--- src/rtl/bf_fetch_if.sv ---
// Fetch-side bus of the BF sequencer: ROM address/data, instruction handshake
// toward the execution unit, and the status flags.
interface bf_fetch_if #(
    parameter int DATA_WIDTH = 4,
    parameter int ADDR_WIDTH = 8
);
    logic [ADDR_WIDTH-1:0] rom_address;
    logic [DATA_WIDTH-1:0] rom_data;
    logic [DATA_WIDTH-1:0] insn;
    logic                  insn_valid;
    logic                  insn_ready;
    logic                  cell_zero;
    logic                  halted;
    logic                  error;

    modport master (
        output rom_address, insn, insn_valid, halted, error,
        input  rom_data, insn_ready, cell_zero
    );

    modport slave (
        input  rom_address, insn, insn_valid, halted, error,
        output rom_data, insn_ready, cell_zero
    );
endinterface

--- src/rtl/bf_fetch_sequencer.sv ---
// Program-counter sequencer for the BF instruction ROM; resolves loop brackets
// by scanning the ROM with a nesting-depth counter.
//
//   state     | meaning
//   ----------+-------------------------------------------------------------
//   RUN       | fetch/offer one instruction per cycle, evaluate brackets
//   SKIP_FWD  | scanning forward for the `]` matching a skipped `[`
//   SKIP_BACK | scanning backward for the `[` matching a taken `]`
//   HALT      | halt opcode reached, pc frozen until reset
//   ERROR     | unmatched bracket / depth overflow / pc overrun, frozen
module bf_fetch_sequencer #(
    parameter int                   DATA_WIDTH    = 4,
    parameter int                   ADDR_WIDTH    = 8,
    parameter int                   DEPTH_WIDTH   = 8,
    parameter logic [DATA_WIDTH-1:0] OP_LOOP_START = 4'h5,
    parameter logic [DATA_WIDTH-1:0] OP_LOOP_END   = 4'h6,
    parameter logic [DATA_WIDTH-1:0] OP_HALT       = 4'hF
) (
    input  logic         clk,
    input  logic         reset,
    bf_fetch_if.master   bus
);

    typedef enum logic [2:0] {RUN, SKIP_FWD, SKIP_BACK, HALT, ERROR} state_t;

    state_t                 state, state_nxt;
    logic [ADDR_WIDTH-1:0]  pc, pc_nxt;
    logic [DEPTH_WIDTH-1:0] depth, depth_nxt;
    logic                   is_open, is_close, is_halt;
    logic                   pc_last, pc_first, depth_full, depth_one;
    logic                   insn_valid;

    assign is_open    = (bus.rom_data == OP_LOOP_START);
    assign is_close   = (bus.rom_data == OP_LOOP_END);
    assign is_halt    = (bus.rom_data == OP_HALT);
    assign pc_last    = (pc == {ADDR_WIDTH{1'b1}});
    assign pc_first   = (pc == '0);
    assign depth_full = (depth == {DEPTH_WIDTH{1'b1}});
    assign depth_one  = (depth == DEPTH_WIDTH'(1));

    always_ff @(posedge clk) begin
        if (reset) begin
            state <= RUN;
            pc    <= '0;
            depth <= '0;
        end else begin
            state <= state_nxt;
            pc    <= pc_nxt;
            depth <= depth_nxt;
        end
    end

    always_comb begin
        state_nxt  = state;
        pc_nxt     = pc;
        depth_nxt  = depth;
        insn_valid = 1'b0;
        case (state)
            RUN: begin
                if (is_halt) begin
                    state_nxt = HALT;
                end else if (is_open) begin
                    if (pc_last) begin
                        state_nxt = ERROR;
                    end else begin
                        pc_nxt = pc + ADDR_WIDTH'(1);
                        if (bus.cell_zero) begin
                            depth_nxt = DEPTH_WIDTH'(1);
                            state_nxt = SKIP_FWD;
                        end
                    end
                end else if (is_close) begin
                    if (bus.cell_zero) begin
                        if (pc_last) state_nxt = ERROR;
                        else         pc_nxt    = pc + ADDR_WIDTH'(1);
                    end else if (pc_first) begin
                        state_nxt = ERROR;
                    end else begin
                        depth_nxt = DEPTH_WIDTH'(1);
                        pc_nxt    = pc - ADDR_WIDTH'(1);
                        state_nxt = SKIP_BACK;
                    end
                end else begin
                    insn_valid = 1'b1;
                    if (bus.insn_ready) begin
                        if (pc_last) state_nxt = ERROR;
                        else         pc_nxt    = pc + ADDR_WIDTH'(1);
                    end
                end
            end
            // every forward-scan step advances pc, so the end of ROM is fatal
            SKIP_FWD: begin
                if (pc_last || (is_open && depth_full)) begin
                    state_nxt = ERROR;
                end else begin
                    pc_nxt = pc + ADDR_WIDTH'(1);
                    if (is_open) begin
                        depth_nxt = depth + DEPTH_WIDTH'(1);
                    end else if (is_close) begin
                        if (depth_one) state_nxt = RUN;
                        else           depth_nxt = depth - DEPTH_WIDTH'(1);
                    end
                end
            end
            // the matched `[` is stepped over, never re-evaluated
            SKIP_BACK: begin
                if (is_open && depth_one) begin
                    pc_nxt    = pc + ADDR_WIDTH'(1);
                    state_nxt = RUN;
                end else if (pc_first || (is_close && depth_full)) begin
                    state_nxt = ERROR;
                end else begin
                    pc_nxt = pc - ADDR_WIDTH'(1);
                    if (is_close)     depth_nxt = depth + DEPTH_WIDTH'(1);
                    else if (is_open) depth_nxt = depth - DEPTH_WIDTH'(1);
                end
            end
            HALT:    ;
            ERROR:   ;
            default: state_nxt = ERROR;
        endcase
    end

    assign bus.rom_address = pc;
    assign bus.insn        = bus.rom_data;
    assign bus.insn_valid  = insn_valid;
    assign bus.halted      = (state == HALT);
    assign bus.error       = (state == ERROR);

endmodule

--- src/flat_wrapper.sv ---
// flat-port wrapper written by rule: the top's interface ports become plain ports
module bf_fetch_sequencer_flat 
#(
    parameter int                   DATA_WIDTH    = 4,
    parameter int                   ADDR_WIDTH    = 8,
    parameter int                   DEPTH_WIDTH   = 8,
    parameter logic [DATA_WIDTH-1:0] OP_LOOP_START = 4'h5,
    parameter logic [DATA_WIDTH-1:0] OP_LOOP_END   = 4'h6,
    parameter logic [DATA_WIDTH-1:0] OP_HALT       = 4'hF
)
  (clk, reset, bus_rom_address, bus_insn, bus_insn_valid, bus_halted, bus_error, bus_rom_data, bus_insn_ready, bus_cell_zero);
  bf_fetch_if #(.DATA_WIDTH(DATA_WIDTH), .ADDR_WIDTH(ADDR_WIDTH)) bus_i ();
  input  logic clk;
  input  logic reset;
  output wire logic [$bits(bus_i.rom_address)-1:0] bus_rom_address;
  output wire logic [$bits(bus_i.insn)-1:0] bus_insn;
  output wire logic [$bits(bus_i.insn_valid)-1:0] bus_insn_valid;
  output wire logic [$bits(bus_i.halted)-1:0] bus_halted;
  output wire logic [$bits(bus_i.error)-1:0] bus_error;
  input wire logic [$bits(bus_i.rom_data)-1:0] bus_rom_data;
  input wire logic [$bits(bus_i.insn_ready)-1:0] bus_insn_ready;
  input wire logic [$bits(bus_i.cell_zero)-1:0] bus_cell_zero;
  assign bus_rom_address = bus_i.rom_address;
  assign bus_insn = bus_i.insn;
  assign bus_insn_valid = bus_i.insn_valid;
  assign bus_halted = bus_i.halted;
  assign bus_error = bus_i.error;
  assign bus_i.rom_data = bus_rom_data;
  assign bus_i.insn_ready = bus_insn_ready;
  assign bus_i.cell_zero = bus_cell_zero;
  bf_fetch_sequencer #(.DATA_WIDTH(DATA_WIDTH), .ADDR_WIDTH(ADDR_WIDTH), .DEPTH_WIDTH(DEPTH_WIDTH), .OP_LOOP_START(OP_LOOP_START), .OP_LOOP_END(OP_LOOP_END), .OP_HALT(OP_HALT)) u_core (.clk(clk), .reset(reset), .bus(bus_i));
endmodule
--- config.mk ---
export PLATFORM = sky130hd
export DESIGN_NAME = bf_fetch_sequencer_flat
export DESIGN_NICKNAME = d
export VERILOG_FILES = /design/src/rtl/bf_fetch_if.sv /design/src/rtl/bf_fetch_sequencer.sv /design/src/flat_wrapper.sv
export SDC_FILE = /design/constraint.sdc
export NUM_CORES = 1
export LEC_CHECK = 0
export ABC_AREA = 1
export CAP_MARGIN = 30
export CORE_MARGIN = 2
export CORE_UTILIZATION = 62
export DETAILED_ROUTE_END_ITERATION = 10
export MAX_ROUTING_LAYER = met4
export PLACE_DENSITY = 0.86
export SETUP_SLACK_MARGIN = 0.3
export SLEW_MARGIN = 5
export SYNTH_ARGS = -nofsm -noshare
export SYNTH_HDL_FRONTEND = slang
export SYNTH_SLANG_ARGS = --single-unit
--- constraint.sdc ---
create_clock -name clk -period 4.89 [get_ports clk]
set_input_delay 0.7335 -clock clk [delete_from_list [all_inputs] [get_ports clk]]
set_output_delay 0.7335 -clock clk [all_outputs]
set_load 0.05 [all_outputs]
* Word level (Yosys, flattened, before mapping)
Index checks and enable logic that the tools add are counted.
Operators by class: $add $sub $neg 4, eq/ne operators 31, multiplexer cells 47, bitwise logic cells 1, reductions and logical operators 12
Operators with widths (number):
- two-way mux 8 bit | 25
- one-hot mux 8 bit (3 select lines) | 2
- two-way mux 3 bit | 15
- != test 3 x 1 -> 1 bit (second input constant) | 6
- adder 8 x 1 -> 8 bit (second input constant) | 2
- equality test 8 bit (second input constant) | 2
- subtractor 8 x 1 -> 8 bit (second input constant) | 2
- AND reduction 13 bit | 1
- != test 3 x 2 -> 1 bit (second input constant) | 4
- one-hot mux 3 bit (4 select lines) | 1
- != test 3 bit (second input constant) | 3
- equality test 4 x 3 -> 1 bit (second input constant) | 2
- equality test 8 x 1 -> 1 bit (second input constant) | 1
- zero test 8 bit | 1
- != test 2 bit (second input constant) | 4
- AND reduction 7 bit | 1
- equality test 3 x 2 -> 1 bit (second input constant) | 2
- AND reduction 6 bit | 1
- != test 5 x 2 -> 1 bit (second input constant) | 1
- != test 5 x 4 -> 1 bit (second input constant) | 1
- != test 5 bit (second input constant) | 1
- equality test 4 bit (second input constant) | 1
- two-way mux 1 bit | 4
- != test 4 x 2 -> 1 bit (second input constant) | 1
- other kinds (8) | 11
Storage, ports and cells: flip-flop bits (word level) 19, bits of input ports 8, output and inout bits 15, word-level logic and storage cells 98

* Logic depth before layout (Yosys ltp)
Gate-level depths: netlist of run 1.
word-level depth 7, gate-level depth with buffers 13, mapped depth without buffers 13

* Worst setup path before layout of run 1
Ideal clock, no wire load.
path kind input-to-output, start in bus_rom_data[2], end out bus_insn_valid, arrival time 1.754 ns, required time 4.157 ns, slack 2.402 ns, cell stages on the path 5, buffers on the path 0, path through nand2_1 > inv_1 > nand2_2 > nand3_1 > nor2_1
Between the ends: word-level cells in the longest chain between the ends 5, elaborated cells between the ends (all ways) 7, classes of those cells eq/ne: 3; mux: 4
Ends and longest elaborated chain:
- start: declaration | line flat_wrapper.sv:20 | input wire logic [$bits(bus_i.rom_data)-1:0] bus_rom_data;
- equality test 4 x 3 -> 1 bit | line bf_fetch_sequencer.sv:34 | assign is_close = (bus.rom_data == OP_LOOP_END);
- two-way mux 1 bit | line bf_fetch_sequencer.sv:72 | end else if (is_close) begin
- two-way mux 1 bit | line bf_fetch_sequencer.sv:62 | end else if (is_open) begin
- two-way mux 1 bit (*) | line bf_fetch_sequencer.sv:60 | if (is_halt) begin
- two-way mux 1 bit (*) | line bf_fetch_sequencer.sv:58 | case (state)
- end: declaration | line flat_wrapper.sv:17 | output wire logic [$bits(bus_i.insn_valid)-1:0] bus_insn_valid;
Every way passes the cells marked *; elsewhere a longest branch is shown, timed or not.

* Worst setup path in the final report of run 1
start in bus_rom_data[1], end out bus_insn_valid
Same word-level chain as after synthesis.

==> impl_metrics.ini, run 1 <==
[routing]
detailedRoute.firstPassIterationCount = 5
total_detailed_routing_wirelength_um = 5250
drt-wirelength-per-cell_um = 11.7
dr.first_iter.drc_count = 167
ant_nets = 0
viasPerCell = 5.28
drcViolationCount = 0
vias = 2361

[timing]
layout_worst_path_cycle_share_pct = 67.8
final_max_slew_viol_count = 0
layout_min_cycle_time_ns = 3.32
setup_total_negative_slack_ns = 0
timing.final.setup_violations = 0
finClkSkew_ns = 0.0150
fmaxAchievable_mhz = 302
worst_slew_pin_slew_ns = 0.562
hold_violations = 0
setup_repair_after_global_routing_missed_its_margin = false
max_slew_margin_pct = 62.5
fin_worst_hold_slack_ns = 0.551

[synth]
synthDominantCellAreaShare_pct = 19.5
synth_area_sq_um = 2160
synth_top_flop_cell = dfxtp_1
ys.warnings.count = 0
synth.lib_cells_used.distinct = 28
yosys-top-cells-area = nand2_1 (19%), dfxtp_1 (18%), nor2_1 (11%)
yosys_register_bits = 19
post_synth_edffs = 0
syn_avg_cell_area_sq_um = 5.61
library_cell_occupying_the_most_area_in_the_post_synthesis_netlist = nand2_1
postSynth.asyncResetShare_pct = 0
synth-seq-area-share_pct = 17.6
netlist_instances = 385
syn_nets = 398

[floorplan]
core_area_sq_um = 3340
floorplan.die.width_um = 63.0
core.rowCount = 21
io-pin-count = 23
die_y_um = 63.0
dieArea_sq_um = 3970
effective_utilization_at_floorplan_pct = 64.7

[cts]
post_cts.resized_instances = 0
buffer_levels_on_the_longest_clock_path = 2
cts_sinks = 19
h_tree_depth = 1
cts_root_buf = clkbuf_4
numCtsBuffers = 3
cts_tree = done
cts-hold-fix-buffers = 0
setup_fix_buffers_added_after_clock_tree_synthesis = 0
clkSlewWorstSetupHoldPaths_ns = 0.11
clk-insertion-delay-late_ns = 0.32

[grt]
grt.met3_usage_pct = 3.42
grt_util_all_layers_pct = 28.8
initial_antenna_violation_count = 0
first_pass_grt_wire_length_um = 9090
grt.met1_usage_pct = 36.6
number_of_global_route_vias_before_repair = 2084
met2_global_route_usage_pct = 47.6
grt_max_degree = 18
globalRouteOverflowTotal = 0
top_usage_layer_grt = met2

[power]
power_density_nw_per_um2 = 537
static-leakage-power_nw = 1.18
worst_ir_drop_vdd_mv = 0.300

[cells_and_area]
filler_cell_count = 330
drive_gt1_share_pct = 10.5
nNetsFinal = 415
mostFrequentLayoutCells = nand2_1 (112), nor2_1 (64), inv_1 (44)
insertedDiodeCount = 0
most_common_library_cell_in_the_layout_ignoring_fill_and_taps = nand2_1
syn2layout_area_growth_pct = 10.2

[placed_design]
gp_congestion = 1.03
portBuffers = 22
dp.final_hpwl_um = 3980

[critical_path]
timing_worst_setup_path_type = primary input to output pin
critical_path_peak_fanout = 6
critical_path_required_ns = 4.16
critical_path_endpoint_category = output pin
critical_path_arrival_ns = 2.58
startpoint_type = primary input

[worst_hold_path]
hp-class = flop to flop

[job]
max_cap_violations = 0

[run_status]
status = complete, no violations
-- Yosys cell counts (6+ instances only) --
cell type / number
nor2_4: 8
nand3_1: 38
nand4_1: 7
o21ai_0: 17
inv_1: 44
dfxtp_1: 19
nand2_1: 112
a21oi_1: 11
nand2_2: 15
inv_2: 7
nor2_1: 64
buf_4: 6
-- final cells by class --
| cell class | count | area [sq um] | area share (%) |
|---|---|---|---|
| inverter | 51 | 191 | 8.04 |
| clock buffer | 4 | 26.3 | 1.10 |
| tap | 46 | 57.6 | 2.42 |
| sequential | 19 | 380 | 16.0 |
| multi-input combinational | 305 | 1500 | 63.2 |
| timing repair buffer | 22 | 220 | 9.25 |
-- per-stage QoR --
stage          util, %  cell area [sq um]  power, mW  instances  setup WS (ns)
3_5_place_dp      70.5               2350       1.18        443           1.58
2_1_floorplan        -               2160       1.01        385           2.40
4_1_cts           71.3               2380       1.27        447           1.58
6_report          71.3               2380       1.28        447           1.57
5_1_grt           71.3               2380       1.40        447           1.44
3_3_place_gp      70.5               2350       1.16        443           1.61
-- power breakdown --
| group | total, mW | switching [mW] | internal (mW) | leakage (nW) |
|---|---|---|---|---|
| logic | 0.885 | 0.581 | 0.304 | 1.01 |
| registers | 0.304 | 0.0949 | 0.210 | 0.156 |
| clock network | 0.0881 | 0.0561 | 0.0320 | 0.0150 |
-- layer usage --
metal	wire length, um	share of wire [%]
met5	0	0
met4	82	1.6
met3	345	6.6
met2	2430	46
met1	2400	46
-- flip-flops by register name, summed over array words and instances (netlist names) --
name / flops
u_core.bus.rom_address: 8
u_core.depth: 8
u_core.state: 3
-- worst max-delay path: stages --
cell and delay (ns):
clkdlybuf4s50_1 0.49, nand2_1 0.16, inv_1 0.06, nand2_2 0.11, nand3_1 0.11, nor2_1 0.10
clkdlybuf4s50_1 0.80
-- final timing paths --
check	cells after the start	startpoint	endpoint	slack, ns
max	7	bus_rom_data[1]	bus_insn_valid	1.57
min	2	u_core.depth[3]	u_core.depth[3]	0.55
max reg2reg	10	u_core.bus.rom_address[0]	u_core.bus.rom_address[4]	2.90
min reg2reg	2	u_core.depth[3]	u_core.depth[3]	0.55
-- kinds of logic (layout without fill, tap and decap cells) --
family | Yosys count | after routing | synth area share [%]
simple gates | 260 | 260 | 55.6
buf+inv | 61 | 77 | 12.7
compound gates | 33 | 33 | 8.28
flops | 19 | 19 | 17.6
xor+xnor | 6 | 6 | 2.43
fa+ha+maj | 5 | 5 | 2.90
mux | 1 | 1 | 0.464
(Power assumes the default switching activity.)
==> run 2: changes to the inputs <==
Settings changed: CORE_UTILIZATION 62 to 58, PLACE_DENSITY 0.86 to 0.81.
Clock period 4.89 ns to 3.4 ns, I/O delays scaled along.
==> run 2 against run 1 <==
Register-to-register slack lost 1.5 ns. Worst hold slack lost 0.0089 ns. Sequential share of layout area shrank 0.15 points. Combinational power grew 42%. Global-route usage shrank 2.3 points. Setup slack lost 1.0 ns. Final cell count grew 0.45%. Die area grew 6.4%. Routed wire length grew 0.97%. Design area grew 0.95%. Largest cell class unchanged. Largest power group unchanged.
==> impl_metrics.ini, run 2 (synthesis results as in run 1) <==
[routing]
ant_nets = 0
detailedRoute.firstPassIterationCount = 4
drt-wirelength-per-cell_um = 11.8
top_signal_layer_used = met4
dr.first_iter.drc_count = 167
vias = 2346
wl_met1_um = 2480
dr_wl_met3_um = 241
drcViolationCount = 0
route.met2.wl_um = 2470
total_detailed_routing_wirelength_um = 5300
viasPerCell = 5.22

[critical_path]
critical_path_peak_fanout = 6
slowest_stage = clkdlybuf4s50_1
worst_path_most_repeated_cell = clkdlybuf4s50_1
critical_path_endpoint_category = output pin
cpLargestDelayFamily = buffers and inverters
critical_path_arrival_ns = 2.35
crit_chain = clkdlybuf4s50_1 -> nand2_1 -> inv_1 -> nand2_2 -> nand3_1 -> nor2_1 -> clkdlybuf4s50_1
slowest_delay_ns = 0.80
timing_worst_setup_path_type = primary input to output pin
critical_path_buf_inv_count = 3
critical_path_required_ns = 2.89
startpoint_type = primary input

[floorplan]
core_area_sq_um = 3630
floorplan.die.width_um = 65.0
io-pin-count = 23
core.rowCount = 22
die_y_um = 65.0
effective_utilization_at_floorplan_pct = 59.4
dieArea_sq_um = 4230

[timing]
fmaxAchievable_mhz = 350
finClkSkew_ns = 0.00192
fin_worst_hold_slack_ns = 0.542
worst_slew_pin_slew_ns = 0.570
timing.final.setup_violations = 0
final_max_slew_viol_count = 0
setup_total_negative_slack_ns = 0
layout_worst_path_cycle_share_pct = 84.1
hold_violations = 0
layout_min_cycle_time_ns = 2.86
max_slew_margin_pct = 61.9
setup_repair_after_global_routing_missed_its_margin = false

[cells_and_area]
final_util_pct = 66.1
nNetsFinal = 415
insertedDiodeCount = 0
most_common_library_cell_in_the_layout_ignoring_fill_and_taps = nand2_1
mostFrequentLayoutCells = nand2_1 (112), nor2_1 (64), inv_1 (44)
syn2layout_area_growth_pct = 11.2
seqCellArea_sq_um = 380
drive_gt1_share_pct = 10.7
multiInputGateArea_sq_um = 1500
filler_cell_count = 366

[grt]
number_of_global_route_vias_before_repair = 2038
initial_antenna_violation_count = 0
grt_max_degree = 18
globalRouteOverflowTotal = 0
first_pass_grt_wire_length_um = 8840
grt_util_all_layers_pct = 26.6

[power]
report.power.total_mw = 1.87
power_density_nw_per_um2 = 778
static-leakage-power_nw = 1.19
worst_ir_drop_vdd_mv = 0.425

[cts]
h_tree_depth = 1
clk-insertion-delay-late_ns = 0.26
numCtsBuffers = 3
post_cts.resized_instances = 0
cts_tree = done
cts_root_buf = clkbuf_8
buffer_levels_on_the_longest_clock_path = 2
cts-hold-fix-buffers = 0
setup_fix_buffers_added_after_clock_tree_synthesis = 0
clkSlewWorstSetupHoldPaths_ns = 0.08
cts_sinks = 19

[placed_design]
gp_congestion = 0.898
dp.final_hpwl_um = 3970
portBuffers = 22

[run_status]
status = complete, no violations

[job]
max_cap_violations = 0

[worst_hold_path]
hp-class = flop to flop
-- run 2: cell types whose count changed in the layout (fill, tap and decap cells not counted) --
cell / before / now
clkbuf_8: 0 / 3
clkinv_2: 0 / 1
clkbuf_1: 1 / 0
clkbuf_4: 3 / 0
-- run 2: final cells by class --
type,count,area share (%)
Sequential cell,19,15.8
Timing Repair Buffer,22,9.17
Tap cell,48,2.50
Multi-Input combinational cell,305,62.6
Clock inverter,1,0.208
Inverter,51,7.97
Clock buffer,3,1.72
-- run 2: stage by stage --
step	worst slack (ns)	instances	cell area [sq um]
floorplan	1.33	385	2160
detailed placement	0.537	445	2360
CTS	0.534	449	2400
global route	0.416	449	2400
finish	0.540	449	2400
global placement	0.557	445	2360
-- run 2: path summary, 6_finish.rpt --
kind / from / to / slack, ns / cells after the start
min reg2reg: u_core.depth[3] / u_core.depth[3] / 0.54 / 2
max: bus_rom_data[1] / bus_insn_valid / 0.54 / 7
min: u_core.depth[3] / u_core.depth[3] / 0.54 / 2
max reg2reg: u_core.bus.rom_address[0] / u_core.bus.rom_address[4] / 1.41 / 10
-- run 2: worst register-to-register path, stage by stage, from the launching register on --
cell	delay, ns
dfxtp_1	0.42
inv_1	0.11
ha_1	0.22
inv_1	0.11
nor3_4	0.07
nand2_2	0.13
nand2_1	0.10
nand3_1	0.12
nand4_1	0.29
o21ai_0	0.26
nor2_1	0.06
-- run 2: power breakdown --
group	leakage (nW)	total (mW)	internal (mW)	switching (mW)
Sequential	0.156	0.442	0.302	0.140
Clock	0.0255	0.169	0.0817	0.0874
Combinational	1.01	1.26	0.436	0.821
-- run 2: routing by layer --
layer | track usage (%) | up-vias
met1 | 33.7 | 1039
met5 | - | -
met2 | 44.8 | 62
li1 | - | 1235
met4 | 8.59 | 0
met3 | 2.26 | 10
==> run 3: changes to the inputs <==
Settings changed: CORE_UTILIZATION 58 to 52, PLACE_DENSITY 0.81 to 0.77.
Clock period 3.4 ns to 2.35 ns, I/O delays scaled along.
==> run 3 against run 2 <==
Core utilization is 3.9 points lower. Power rose by 52%. Die area is 11% higher. Sequential power increased by 46%. Routed wire length up 3.8%. Register-to-register slack worse by 0.94 ns. Non-clock buffer count is 7 higher. Setup slack got worse by 0.19 ns. Sequential share of layout area decreased by 0.46 points. Worst hold slack about the same. Count of clock-buffer cells in the layout is the same. Critical path type is now flop to output pin. Critical endpoint is now bus_rom_address[2].
==> impl_metrics.ini, run 3 (synthesis results as in run 1) <==
[timing]
final_max_slew_viol_count = 0
setup_total_negative_slack_ns = 0
layout_min_cycle_time_ns = 2.00
timing.final.setup_violations = 0
setup_repair_after_global_routing_missed_its_margin = false
layout_worst_path_cycle_share_pct = 85.2
fin_worst_hold_slack_ns = 0.542
hold_violations = 0
worst_slew_pin_slew_ns = 0.549
max_slew_margin_pct = 63.4
finClkSkew_ns = 0.00118
fmaxAchievable_mhz = 500

[routing]
total_detailed_routing_wirelength_um = 5510
ant_nets = 0
viasPerCell = 5.30
drcViolationCount = 0
dr.first_iter.drc_count = 164
vias = 2427
detailedRoute.firstPassIterationCount = 4
drt-wirelength-per-cell_um = 12.0

[worst_hold_path]
hp-class = flop to flop
hold_depth = 2
hold_path.startpoint = u_core.depth[3]

[cts]
clkSlewWorstSetupHoldPaths_ns = 0.08
cts_tree = done
cts_root_buf = clkbuf_8
clk-insertion-delay-late_ns = 0.26
h_tree_depth = 1
cts_sinks = 19
buffer_levels_on_the_longest_clock_path = 2
numCtsBuffers = 3

[power]
report.power.total_mw = 2.85
static-leakage-power_nw = 1.27
worst_ir_drop_vdd_mv = 0.541
power_density_nw_per_um2 = 1140

[job]
max_cap_violations = 0

[critical_path]
slowest_delay_ns = 0.87
worstRegToRegCells = 8
crit_chain = clkdlybuf4s50_1
timing_worst_setup_path_type = flop to output pin
slowest_stage = clkdlybuf4s50_1
critical_path_required_ns = 2.00
critical_path_endpoint_category = output pin
critical_path_arrival_ns = 1.65
r2r_start = u_core.bus.rom_address[5]
critical_path_peak_fanout = 7
setup.worst_path.start = u_core.bus.rom_address[2]
critical_path_buf_inv_count = 1
startpoint_type = flop
timing.critical_path.depth = 1
cpLargestDelayFamily = buffers and inverters

[floorplan]
effective_utilization_at_floorplan_pct = 54.0
io-pin-count = 23
floorplan.die.width_um = 68.4
core.rowCount = 23
die_y_um = 68.4
core_area_sq_um = 4000
dieArea_sq_um = 4680

[grt]
initial_antenna_violation_count = 0
globalRouteOverflowTotal = 0
first_pass_grt_wire_length_um = 9210
grt_util_all_layers_pct = 26.1
number_of_global_route_vias_before_repair = 2149
grt_max_degree = 18

[placed_design]
dp.final_hpwl_um = 4200
dpl-instance-area_sq_um = 2370
portBuffers = 22
gp_congestion = 0.941

[cells_and_area]
most_common_library_cell_in_the_layout_ignoring_fill_and_taps = nand2_1
drive_gt1_share_pct = 15.4
syn2layout_area_growth_pct = 15.3
mostFrequentLayoutCells = nand2_1 (110), nor2_1 (62), inv_1 (43)
insertedDiodeCount = 0
nNetsFinal = 422
post-route-cell-area_sq_um = 2490

[run_status]
status = complete, no violations
==> run 3: cell count changes in the layout (fill, tap and decap cells not counted), sizes merged <==
cell,previous run,this run
buf,0,12
clkdlybuf4s50,22,11
dlygate4sd2,0,3
dlymetal6s2s,0,3
==> run 3: timing repair <==
item / 4_1_cts / 5_1_grt
gates cloned: 0 / 0
buffers inserted: 0 / 5
setup endpoints to repair: 3 / 18
resized for setup: 3 / 12
hold buffers: 0 / 0
pin swaps: 0 / 6
==> run 3: report_power, final <==
group          leakage, nW  internal (mW)  switching, mW
clock               0.0255          0.118          0.127
sequential           0.156          0.440          0.207
combinational         1.09          0.719           1.24
total                 1.27           1.28           1.57
==> run 3: through the flow <==
stage / util, % / setup WS, ns / std cells
after global placement: 59.4 / 0.151 / 449
final: 62.2 / 0.348 / 458
after CTS: 60.4 / 0.339 / 453
after global routing: 62.2 / 0.278 / 458
after floorplan: - / 0.339 / 385
after detailed placement: 59.4 / 0.107 / 449
==> run 3: path summary, 6_finish.rpt <==
kind                                    end  slack, ns
setup / recovery         bus_rom_address[2]       0.35
hold / removal              u_core.depth[3]       0.54
setup reg to reg  u_core.bus.rom_address[5]       0.47
hold reg to reg             u_core.depth[3]       0.54
==> run 3: cell type report <==
class                           count  area (sq um)
Clock buffer                        3          41.3
Multi-Input combinational cell    305          1520
Timing Repair Buffer               29           289
Sequential cell                    19           383
Tap cell                           50          62.6
Fill cell                         432          1510
Inverter                           51           191
Clock inverter                      1          5.00
==> run 3: routing by layer <==
layer / global-route usage [%] / vias to the layer above / wire, um
li1: - / 1255 / -
met1: 33.8 / 1087 / 2530
met2: 43.3 / 73 / 2600
met3: 3.45 / 12 / 318
met4: 5.25 / 0 / 60
met5: - / - / 0
